## config.mk

```make
export PLATFORM = sky130hd
export DESIGN_NAME = sa_ctrl
export DESIGN_NICKNAME = d
export VERILOG_FILES = /design/src/rtl/sa_pkg.sv /design/src/rtl/sa_phase_cnt.sv /design/src/rtl/sa_ctrl.sv
export SDC_FILE = /design/constraint.sdc
export NUM_CORES = 1
export LEC_CHECK = 0
export CAP_MARGIN = 5
export CORE_MARGIN = 2
export CORE_UTILIZATION = 48
export DETAILED_ROUTE_END_ITERATION = 8
export PLACE_DENSITY = 0.68
export SLEW_MARGIN = 20
export SYNTH_ARGS = -nofsm -noshare
export SYNTH_HDL_FRONTEND = slang
export SYNTH_SLANG_ARGS = --single-unit
```

## constraint.sdc

```tcl
create_clock -name clk -period 2.5 [get_ports clk]
set_input_delay 0.625 -clock clk [delete_from_list [all_inputs] [get_ports clk]]
set_output_delay 0.625 -clock clk [all_outputs]
set_load 0.02 [all_outputs]
```

## src/rtl/sa_pkg.sv

```systemverilog
// Shared types and constants for the systolic-array sequencing controller.
package sa_pkg;

  localparam int unsigned SA_PERF_W  = 32;
  localparam logic        SA_MODE_WS = 1'b1;
  localparam logic        SA_MODE_OS = 1'b0;

  typedef enum logic [2:0] {
    SA_IDLE,
    SA_LOAD,
    SA_COMPUTE,
    SA_FLUSH,
    SA_DRAIN,
    SA_DRAIN_TAIL,
    SA_DONE
  } sa_state_t;

  function automatic int unsigned sa_max(input int unsigned a, input int unsigned b);
    return (a > b) ? a : b;
  endfunction

endpackage

```

## src/rtl/sa_phase_cnt.sv

```systemverilog
// Loadable phase down-counter; tc_c flags the last cycle of the current phase.
module sa_phase_cnt #(
  parameter int unsigned W = 8
) (
  input  logic         clk,
  input  logic         rst_n,
  input  logic         load,
  input  logic [W-1:0] load_val,
  output logic         tc_c
);

  logic [W-1:0] cnt;

  always_ff @(posedge clk or negedge rst_n) begin
    if (!rst_n) begin
      cnt <= '0;
    end else if (load) begin
      cnt <= load_val;
    end else if (cnt != '0) begin
      cnt <= cnt - W'(1);
    end
  end

  assign tc_c = (cnt == '0);

endmodule

```

## src/rtl/sa_ctrl.sv

```systemverilog
// Systolic-array job sequencer driving load/feed/flush/drain phases for WS and OS jobs.
// Optional busy-cycle performance counter enabled by defining SA_CTRL_PERF_EN.
module sa_ctrl
  import sa_pkg::*;
#(
  parameter int unsigned ROWS = 4,
  parameter int unsigned COLS = 4,
  parameter int unsigned K_W  = 8
) (
  input  logic           clk,
  input  logic           rst_n,
  input  logic           start,
  input  logic           mode,
  input  logic [K_W-1:0] k_len,
  input  logic           abort,
  output logic           data_flow,
  output logic           load,
  output logic           drain,
  output logic           feed_en,
  output logic [K_W-1:0] feed_idx,
  output logic           busy,
  output logic           done
`ifdef SA_CTRL_PERF_EN
  ,output logic [SA_PERF_W-1:0] perf_cycles
`endif
);

  localparam int unsigned K_MAX = 2 ** K_W;
  localparam int unsigned CNT_W = $clog2(sa_max(K_MAX, ROWS + COLS));

  sa_state_t      state, next_state;
  logic [K_W-1:0] k_q;
  logic [K_W-1:0] k_sel;
  logic           accept;
  logic           tc_c;
  logic           cnt_load;
  logic [CNT_W-1:0] cnt_val;

  logic           data_flow_d, load_d, drain_d, feed_en_d, busy_d, done_d;
  logic [K_W-1:0] feed_idx_d;

  assign accept = (state == SA_IDLE) && start && !abort;
  // In IDLE the job's k_len is still on the input; afterwards use the captured copy.
  assign k_sel  = (state == SA_IDLE) ? k_len : k_q;

  sa_phase_cnt #(.W(CNT_W)) u_phase_cnt (
    .clk      (clk),
    .rst_n    (rst_n),
    .load     (cnt_load),
    .load_val (cnt_val),
    .tc_c     (tc_c)
  );

  // State register
  always_ff @(posedge clk or negedge rst_n) begin
    if (!rst_n) begin
      state <= SA_IDLE;
      k_q   <= '0;
    end else begin
      state <= next_state;
      if (accept) k_q <= k_len;
    end
  end

  // Next-state logic
  always_comb begin
    next_state = state;
    unique case (state)
      SA_IDLE: if (accept) begin
        if (mode == SA_MODE_WS)  next_state = SA_LOAD;
        else if (k_len == '0)    next_state = SA_FLUSH;
        else                     next_state = SA_COMPUTE;
      end
      SA_LOAD:       if (tc_c) next_state = (k_q == '0) ? SA_FLUSH : SA_COMPUTE;
      SA_COMPUTE:    if (tc_c) next_state = SA_FLUSH;
      SA_FLUSH:      if (tc_c) next_state = (data_flow == SA_MODE_WS) ? SA_DONE : SA_DRAIN;
      SA_DRAIN:      if (tc_c) next_state = SA_DRAIN_TAIL;
      SA_DRAIN_TAIL: next_state = SA_DONE;
      SA_DONE:       next_state = SA_IDLE;
      default:       next_state = SA_IDLE;
    endcase
    if (abort && state != SA_IDLE) next_state = SA_IDLE;
  end

  // Output and phase-counter load logic, computed for the upcoming cycle
  always_comb begin
    cnt_load    = (next_state != state);
    cnt_val     = '0;
    data_flow_d = accept ? mode : data_flow;
    load_d      = (next_state == SA_LOAD);
    drain_d     = (next_state == SA_DRAIN);
    feed_en_d   = (next_state == SA_COMPUTE);
    busy_d      = (next_state != SA_IDLE);
    done_d      = (next_state == SA_DONE);
    feed_idx_d  = '0;
    unique case (next_state)
      SA_LOAD:    cnt_val = CNT_W'(ROWS - 1);
      SA_COMPUTE: cnt_val = CNT_W'(k_sel - K_W'(1));
      SA_FLUSH:   cnt_val = CNT_W'(ROWS + COLS - 1);
      SA_DRAIN:   cnt_val = CNT_W'(ROWS - 1);
      default:    cnt_val = '0;
    endcase
    if (next_state == SA_COMPUTE && state == SA_COMPUTE) feed_idx_d = feed_idx + K_W'(1);
  end

  always_ff @(posedge clk or negedge rst_n) begin
    if (!rst_n) begin
      data_flow <= 1'b0;
      load      <= 1'b0;
      drain     <= 1'b0;
      feed_en   <= 1'b0;
      feed_idx  <= '0;
      busy      <= 1'b0;
      done      <= 1'b0;
    end else begin
      data_flow <= data_flow_d;
      load      <= load_d;
      drain     <= drain_d;
      feed_en   <= feed_en_d;
      feed_idx  <= feed_idx_d;
      busy      <= busy_d;
      done      <= done_d;
    end
  end

`ifdef SA_CTRL_PERF_EN
  logic [SA_PERF_W-1:0] perf_cnt;
  logic [SA_PERF_W-1:0] perf_inc;

  assign perf_inc = (perf_cnt == '1) ? perf_cnt : perf_cnt + SA_PERF_W'(1);

  // perf_cnt holds completed busy cycles; the DONE cycle itself is added on capture.
  always_ff @(posedge clk or negedge rst_n) begin
    if (!rst_n) begin
      perf_cnt    <= '0;
      perf_cycles <= '0;
    end else begin
      if (accept)                  perf_cnt <= '0;
      else if (state != SA_IDLE)   perf_cnt <= perf_inc;
      if (state == SA_DONE && !abort) perf_cycles <= perf_inc;
    end
  end
`endif

endmodule

```

==> results of run 1 <==
==> cells in the mapped netlist, drive strengths merged, types with 6 or more instances <==
| master | count | share of area [%] |
|---|---|---|
| dfrtp | 33 | 40 |
| mux2 | 9 | 5.0 |
| mux2i | 7 | 3.4 |
| nand2 | 17 | 3.2 |
| nand3 | 10 | 2.5 |
| nor2 | 23 | 4.2 |
| nor3 | 9 | 2.5 |
| nor4 | 6 | 2.6 |
| o21ai | 12 | 2.9 |
| xnor2 | 6 | 2.6 |
| xor2 | 10 | 4.3 |
==> worst max-delay path by stage <==
stage	depth (start not counted)	start	slack [ps]	to
after detailed placement	9	abort	-70	u_phase_cnt.cnt[3]$_DFFE_PN0P_
after floorplan	8	u_phase_cnt.cnt[0]$_DFFE_PN0P_	260	u_phase_cnt.cnt[1]$_DFFE_PN0P_
after global placement	9	abort	-60	u_phase_cnt.cnt[5]$_DFFE_PN0P_
after global routing	11	u_phase_cnt.cnt[0]$_DFFE_PN0P_	10	u_phase_cnt.cnt[5]$_DFFE_PN0P_
final	10	u_phase_cnt.cnt[0]$_DFFE_PN0P_	140	u_phase_cnt.cnt[4]$_DFFE_PN0P_
after CTS	10	u_phase_cnt.cnt[0]$_DFFE_PN0P_	70	u_phase_cnt.cnt[2]$_DFFE_PN0P_
==> per-layer routing <==
layer | part of all wire, % | track usage, % | up-vias
met1 | 47 | 28.84 | 811
met4 | 2.0 | 8.497 | 0
li1 | - | - | 899
met5 | 0 | 0 | -
met3 | 4.8 | 4.215 | 9
met2 | 46 | 29.81 | 51
==> registers in the layout, summed over array words and instances, names as in the netlist <==
register,cells
busy,1
done,1
load,1
feed_idx,8
feed_en,1
drain,1
u_phase_cnt.cnt,8
data_flow,1
state,3
k_q,8
==> repair_timing <==
item,in CTS,in global routing
setup endpoints to repair,0,16
setup buffers,0,2
resized for setup,0,0
==> power groups by stage <==
stage | logic [W] | clock network, W | registers [W]
3_3_place_gp | 0.00183 | 0 | 0.000869
6_report | 0.00187 | 0.000399 | 0.000867
3_5_place_dp | 0.00184 | 0 | 0.000873
4_1_cts | 0.00185 | 0.000409 | 0.000866
5_1_grt | 0.00206 | 0.000434 | 0.000895
2_1_floorplan | 0.00115 | 0 | 0.000899
==> per-stage QoR <==
stage	hold WS, ps	cells	setup slack [ps]	setup TNS, ps	total power [W]
detailed placement	519.3	317	-65.31	-467.4	0.002717
CTS	535.6	325	71.85	0	0.003129
global placement	513.9	317	-60.23	-253.0	0.002696
floorplan	329.4	208	255.8	0	0.002050
global route	566.8	327	12.24	0	0.003393
finish	528.4	327	140.0	0	0.003139
==> cells by family (layout without fill, tap and decap cells) <==
group	after synthesis	count (layout)	share of synthesized area (%)
simple gates	87	87	23.48
compound gates	40	40	15.70
flops	33	33	40.47
xor+xnor	16	16	6.867
mux	16	16	8.400
buf+inv	13	82	3.249
fa+ha+maj	3	3	1.840
==> area by class of cell <==
class                      instances  area (um2)  share of cell area [%]
inverter                           5       18.77                  0.6874
sequential                        33       825.8                   30.25
tap                               50       62.56                   2.291
multi-input combinational        162        1154                   42.25
timing repair buffer              69       583.1                   21.36
clock buffer                       5       68.82                   2.521
clock inverter                     3       17.52                  0.6416
==> critical path, cell delays in order, from the launching register on <==
cell and delay (ps):
dfrtp_1 360, inv_1 60, ha_1 210, nor4b_4 130, buf_4 170, a21bo_1 210, a221o_1 340, a2111oi_4 320
buf_4 190, buf_4 130, mux2i_1 170
==> run metrics, run 1 <==
Overall Global Routing Usage=approximately a fifth; CTS tree=yes; reg-to-reg slack, setup=140 ps; wire per inst=around 14 um; Layout Skew=between 6 and 7 ps; Iter 0 DRT Violations=between 100 and 150; Worst-Margin Slew=~430 ps; H-tree depth=2; period utilisation layout=~94%; gp weighted congestion=~0.93; RR Endpoint=u_phase_cnt.cnt[4]$_DFFE_PN0P_; top-level I/O count=27; Sink Count=33; Netlist Area Pre-Place=between 2000 and 2500 um2; post-synthesis sequential area ratio=about two fifths; first-pass GRT wire length=between 7000 and 8000 um; vias in the first global route=1671; cells on worst reg2reg path=10; GRT overflow=0; commonest cells after routing, fill and taps aside=43 x buf_4, 33 x dfrtp_1, 26 x clkdlybuf4s50_1; Worst Hold Path EP=feed_idx[0]$_DFF_PN0_; Initial Utilization=50.29%; dpl hpwl=around 3500 um; final setup fails=0; Final Cell Area=~2700 um2; TritonCTS buffer count=5; crit path max fanout=8; dpl cell area=approximately 2600 um2; antenna violations before repair=0; core footprint=between 4000 and 5000 um2; sequential power share=between 20% and 30%; Final ANT Viol Nets=0; fmax=423.7 MHz; Root Driver=clkbuf_8; Pint=roughly 0.0018 W; PD cells=approximately 1100 nW/um2; Critical Path Sink Type=flop; worst vdd ir=~0.00056 V; vias per cell=around 5.4; Fin. Hold Viols=0; reg2reg start=u_phase_cnt.cnt[0]$_DFFE_PN0P_; vias=between 1500 and 2000; number of synthesized flops with an enable pin=0; flip-flop and latch count after synthesis=33; layout cell share with drive strength beyond 1=25.99%; final core occ=about two thirds; Max Cap Viol=0; commonest non-fill, non-tap cell in the layout=buf_4; HP Class=reg2reg; Final nets=~290; clk buf depth=2; Rows=23; area grow syn2layout=33.78%; Most used DFF post-synth=dfrtp_1; largest net degree at the start of global routing=34; first drt pass iteration count=4; Die W=approximately 69 um; Max Slew Vio Count=0; Tmin final=~2400 ps; full die area=roughly 4800 um2; CP arrival=approximately 2600 ps; Reg clk slew, reported paths=approximately 70 ps; I/O Buffers=26; P_leak=approximately 1.2 nW; hold_sp=feed_idx[0]$_DFF_PN0_; Crit Path Category=reg2reg; Mapped Cells=208; NetSw=0.001299 W; CTS Hold Buffers Added=0; total routed wirelength=around 4500 um; Combinational Power Share=59.7%; crit start category=flop; Slew headroom=71.39%; ys async rst share=100.0%; Ys Warns=0; Critical Path RT=roughly 2700 ps; DRC violation count after routing=0; Clock Power Share=roughly 13%; Synth Net Count=approximately 220; status=finished clean; n_diodes=0; Die Y=69.21 um; synth unique cells=55; Net Sw Frac=about two fifths; fill count=333; syn avg cell area=9.811 um2; Hold Path Depth=1; Clock Latency Late Sink=about 290 ps; RSZ-0062 raised after global routing=false
Note: power is estimated with default switching activity, not from simulation.
==> run 2, diff against run 1 <==
--- a/config.mk
+++ b/config.mk
@@ -8,6 +8,7 @@
 export CAP_MARGIN = 5
 export CORE_MARGIN = 2
 export CORE_UTILIZATION = 48
+export CTS_BUF_LIST = sky130_fd_sc_hd__clkbuf_2
 export DETAILED_ROUTE_END_ITERATION = 8
 export PLACE_DENSITY = 0.68
 export SLEW_MARGIN = 20
==> run metrics, run 2 (synthesis gave the netlist of run 1 again) <==
Final nets=292 (unchanged); Crit Path Category=reg2reg (unchanged); CP arrival=2700 ps (was 2580 ps); crit path max fanout=8 (unchanged); n_diodes=0 (unchanged); Die W=69.21 um (unchanged); DRC violation count after routing=0 (unchanged); Layout Skew=22.84 ps (was 6.826 ps); first drt pass iteration count=4 (unchanged); NetSw=0.001289 W (was 0.001299 W); core footprint=4058 um2 (unchanged); DP Cell Count=317 (unchanged); HP Class=reg2reg (unchanged); Die Y=69.21 um (unchanged); Root Driver=clkbuf_2 (was clkbuf_8); vias in the first global route=1675 (was 1671); cells on worst reg2reg path=10 (unchanged); PD cells=1116 nW/um2 (was 1150 nW/um2); antenna violations before repair=0 (unchanged); Overall Global Routing Usage=20.15% (was 20.21%); gp weighted congestion=0.9282 (unchanged); CTS Hold Buffers Added=0 (unchanged); Final ANT Viol Nets=0 (unchanged); Critical Path Sink Type=flop (unchanged); Critical Path RT=2820 ps (was 2720 ps); Pint=0.001720 W (was 0.001841 W); vias=1774 (was 1770); Clock Power Share=8.7% (was 12.7%); Fin. Hold Viols=0 (unchanged); first-pass GRT wire length=7859 um (unchanged); Largest regs=feed_idx x8, k_q x8, u_phase_cnt.cnt x8 (unchanged); Sink Count=33 (unchanged); RSZ-0062 raised after global routing=false (unchanged); Initial Utilization=50.29% (unchanged); Tmin final=2381 ps (was 2360 ps); final setup fails=0 (unchanged); fmax=420.1 MHz (was 423.7 MHz); Clock Latency Late Sink=390 ps (was 290 ps); clk buf depth=2 (unchanged); Worst-Margin Slew=438.2 ps (was 429.1 ps); Final Non-Filler Cells=327 (unchanged); I/O Buffers=26 (unchanged); largest net degree at the start of global routing=34 (unchanged); status=finished clean (unchanged); wire per inst=13.68 um (was 13.63 um); pre-CTS WS=-65.31 ps (unchanged); worst vdd ir=0.0005021 V (was 0.0005556 V); crit start category=flop (unchanged); dpl hpwl=3471 um (unchanged); PnR worst setup slack=119.4 ps (was 140.0 ps); Fin Setup TNS=0 ps (unchanged); Final Cell Area=2695 um2 (was 2730 um2); Rows=23 (unchanged); period utilisation layout=95.22% (was 94.40%); Hold Path Depth=1 (unchanged); Power Total=0.003009 W (was 0.003139 W); P_leak=1.198 nW (was 1.214 nW); commonest non-fill, non-tap cell in the layout=buf_4 (unchanged); vias per cell=5.425 (was 5.413); Slew headroom=70.78% (was 71.39%); top-level I/O count=27 (unchanged); Max Cap Viol=0 (unchanged); commonest cells after routing, fill and taps aside=43 x buf_4, 33 x dfrtp_1, 26 x clkdlybuf4s50_1 (unchanged); Iter 0 DRT Violations=101 (was 111); full die area=4789 um2 (unchanged); area grow syn2layout=32.07% (was 33.78%); H-tree depth=2 (unchanged); total routed wirelength=4472 um (was 4456 um); Combinational Power Share=62.6% (was 59.7%); GRT overflow=0 (unchanged); dpl cell area=2629 um2 (unchanged); CTS tree=yes (unchanged); Max Slew Vio Count=0 (unchanged); layout cell share with drive strength beyond 1=26.71% (was 25.99%); Net Sw Frac=42.85% (was 41.37%); TritonCTS buffer count=5 (unchanged); sequential power share=28.7% (was 27.6%); Reg clk slew, reported paths=190 ps (was 70 ps)
## run 2: layout make-up
cell class              instances  area (um2)
fillers                       336        1363
clock inverters                 3       17.52
clock buffers                   5       25.02
multi-input cells             162        1162
repair buffers                 69       583.1
well taps                      50       62.56
inverters                       5       18.77
flip-flops and latches         33       825.8
## run 2: layer usage
metal | share of wire (%) | track usage (%)
met1 | 48 | 28.84
met2 | 46 | 29.91
met3 | 4.8 | 4.215
met4 | 1.9 | 7.843
met5 | 0 | 0
## run 2: final timing paths
kind | startpoint | endpoint | slack [ps]
max in group asynchronous | rst_n | u_phase_cnt.cnt[4]$_DFFE_PN0P_ | 1570
worst max-delay path | u_phase_cnt.cnt[0]$_DFFE_PN0P_ | u_phase_cnt.cnt[4]$_DFFE_PN0P_ | 120
worst max register to register | u_phase_cnt.cnt[0]$_DFFE_PN0P_ | u_phase_cnt.cnt[4]$_DFFE_PN0P_ | 120
worst min-delay path | feed_idx[0]$_DFF_PN0_ | feed_idx[0]$_DFF_PN0_ | 540
min in group asynchronous | rst_n | feed_idx[4]$_DFF_PN0_ | 600
worst min register to register | feed_idx[0]$_DFF_PN0_ | feed_idx[0]$_DFF_PN0_ | 540
## run 2: worst max-delay path: stages (launching register included)
cell and delay, ps:
dfrtp_1 400, inv_1 60, ha_2 180, nor4b_4 120
buf_4 170, a21bo_4 220, a221o_1 330, a2111oi_4 320
buf_4 190, buf_4 130, mux2i_1 170
## run 2: through the flow
step,hold slack (ps),utilization (%)
6_report,543.8,66.42
2_1_floorplan,329.4,-
3_3_place_gp,513.9,64.79
3_5_place_dp,519.3,64.79
5_1_grt,580.7,66.42
4_1_cts,551.2,65.83
## run 2: power by group through the flow
stage	Sequential [W]	Clock, W	Combinational [W]
5_1_grt	0.000893	0.000293	0.00208
4_1_cts	0.000863	0.000273	0.00185
6_report	0.000863	0.000262	0.00188
3_3_place_gp	0.000869	0	0.00183
3_5_place_dp	0.000873	0	0.00184
2_1_floorplan	0.000899	0	0.00115
## run 2: repair_timing
action / CTS / global route
setup buffers: 0 / 2
endpoints found under the setup margin: 0 / 16
gates resized for setup: 0 / 2
==> run 3, diff against run 2 <==
--- a/config.mk
+++ b/config.mk
@@ -10,6 +10,7 @@
 export CORE_UTILIZATION = 48
 export CTS_BUF_LIST = sky130_fd_sc_hd__clkbuf_2
 export DETAILED_ROUTE_END_ITERATION = 8
+export HOLD_SLACK_MARGIN = 0.15
 export PLACE_DENSITY = 0.68
 export SLEW_MARGIN = 20
 export SYNTH_ARGS = -nofsm -noshare
==> results of run 3 <==
The final DEF is identical to that of run 2; final timing and power are the same.
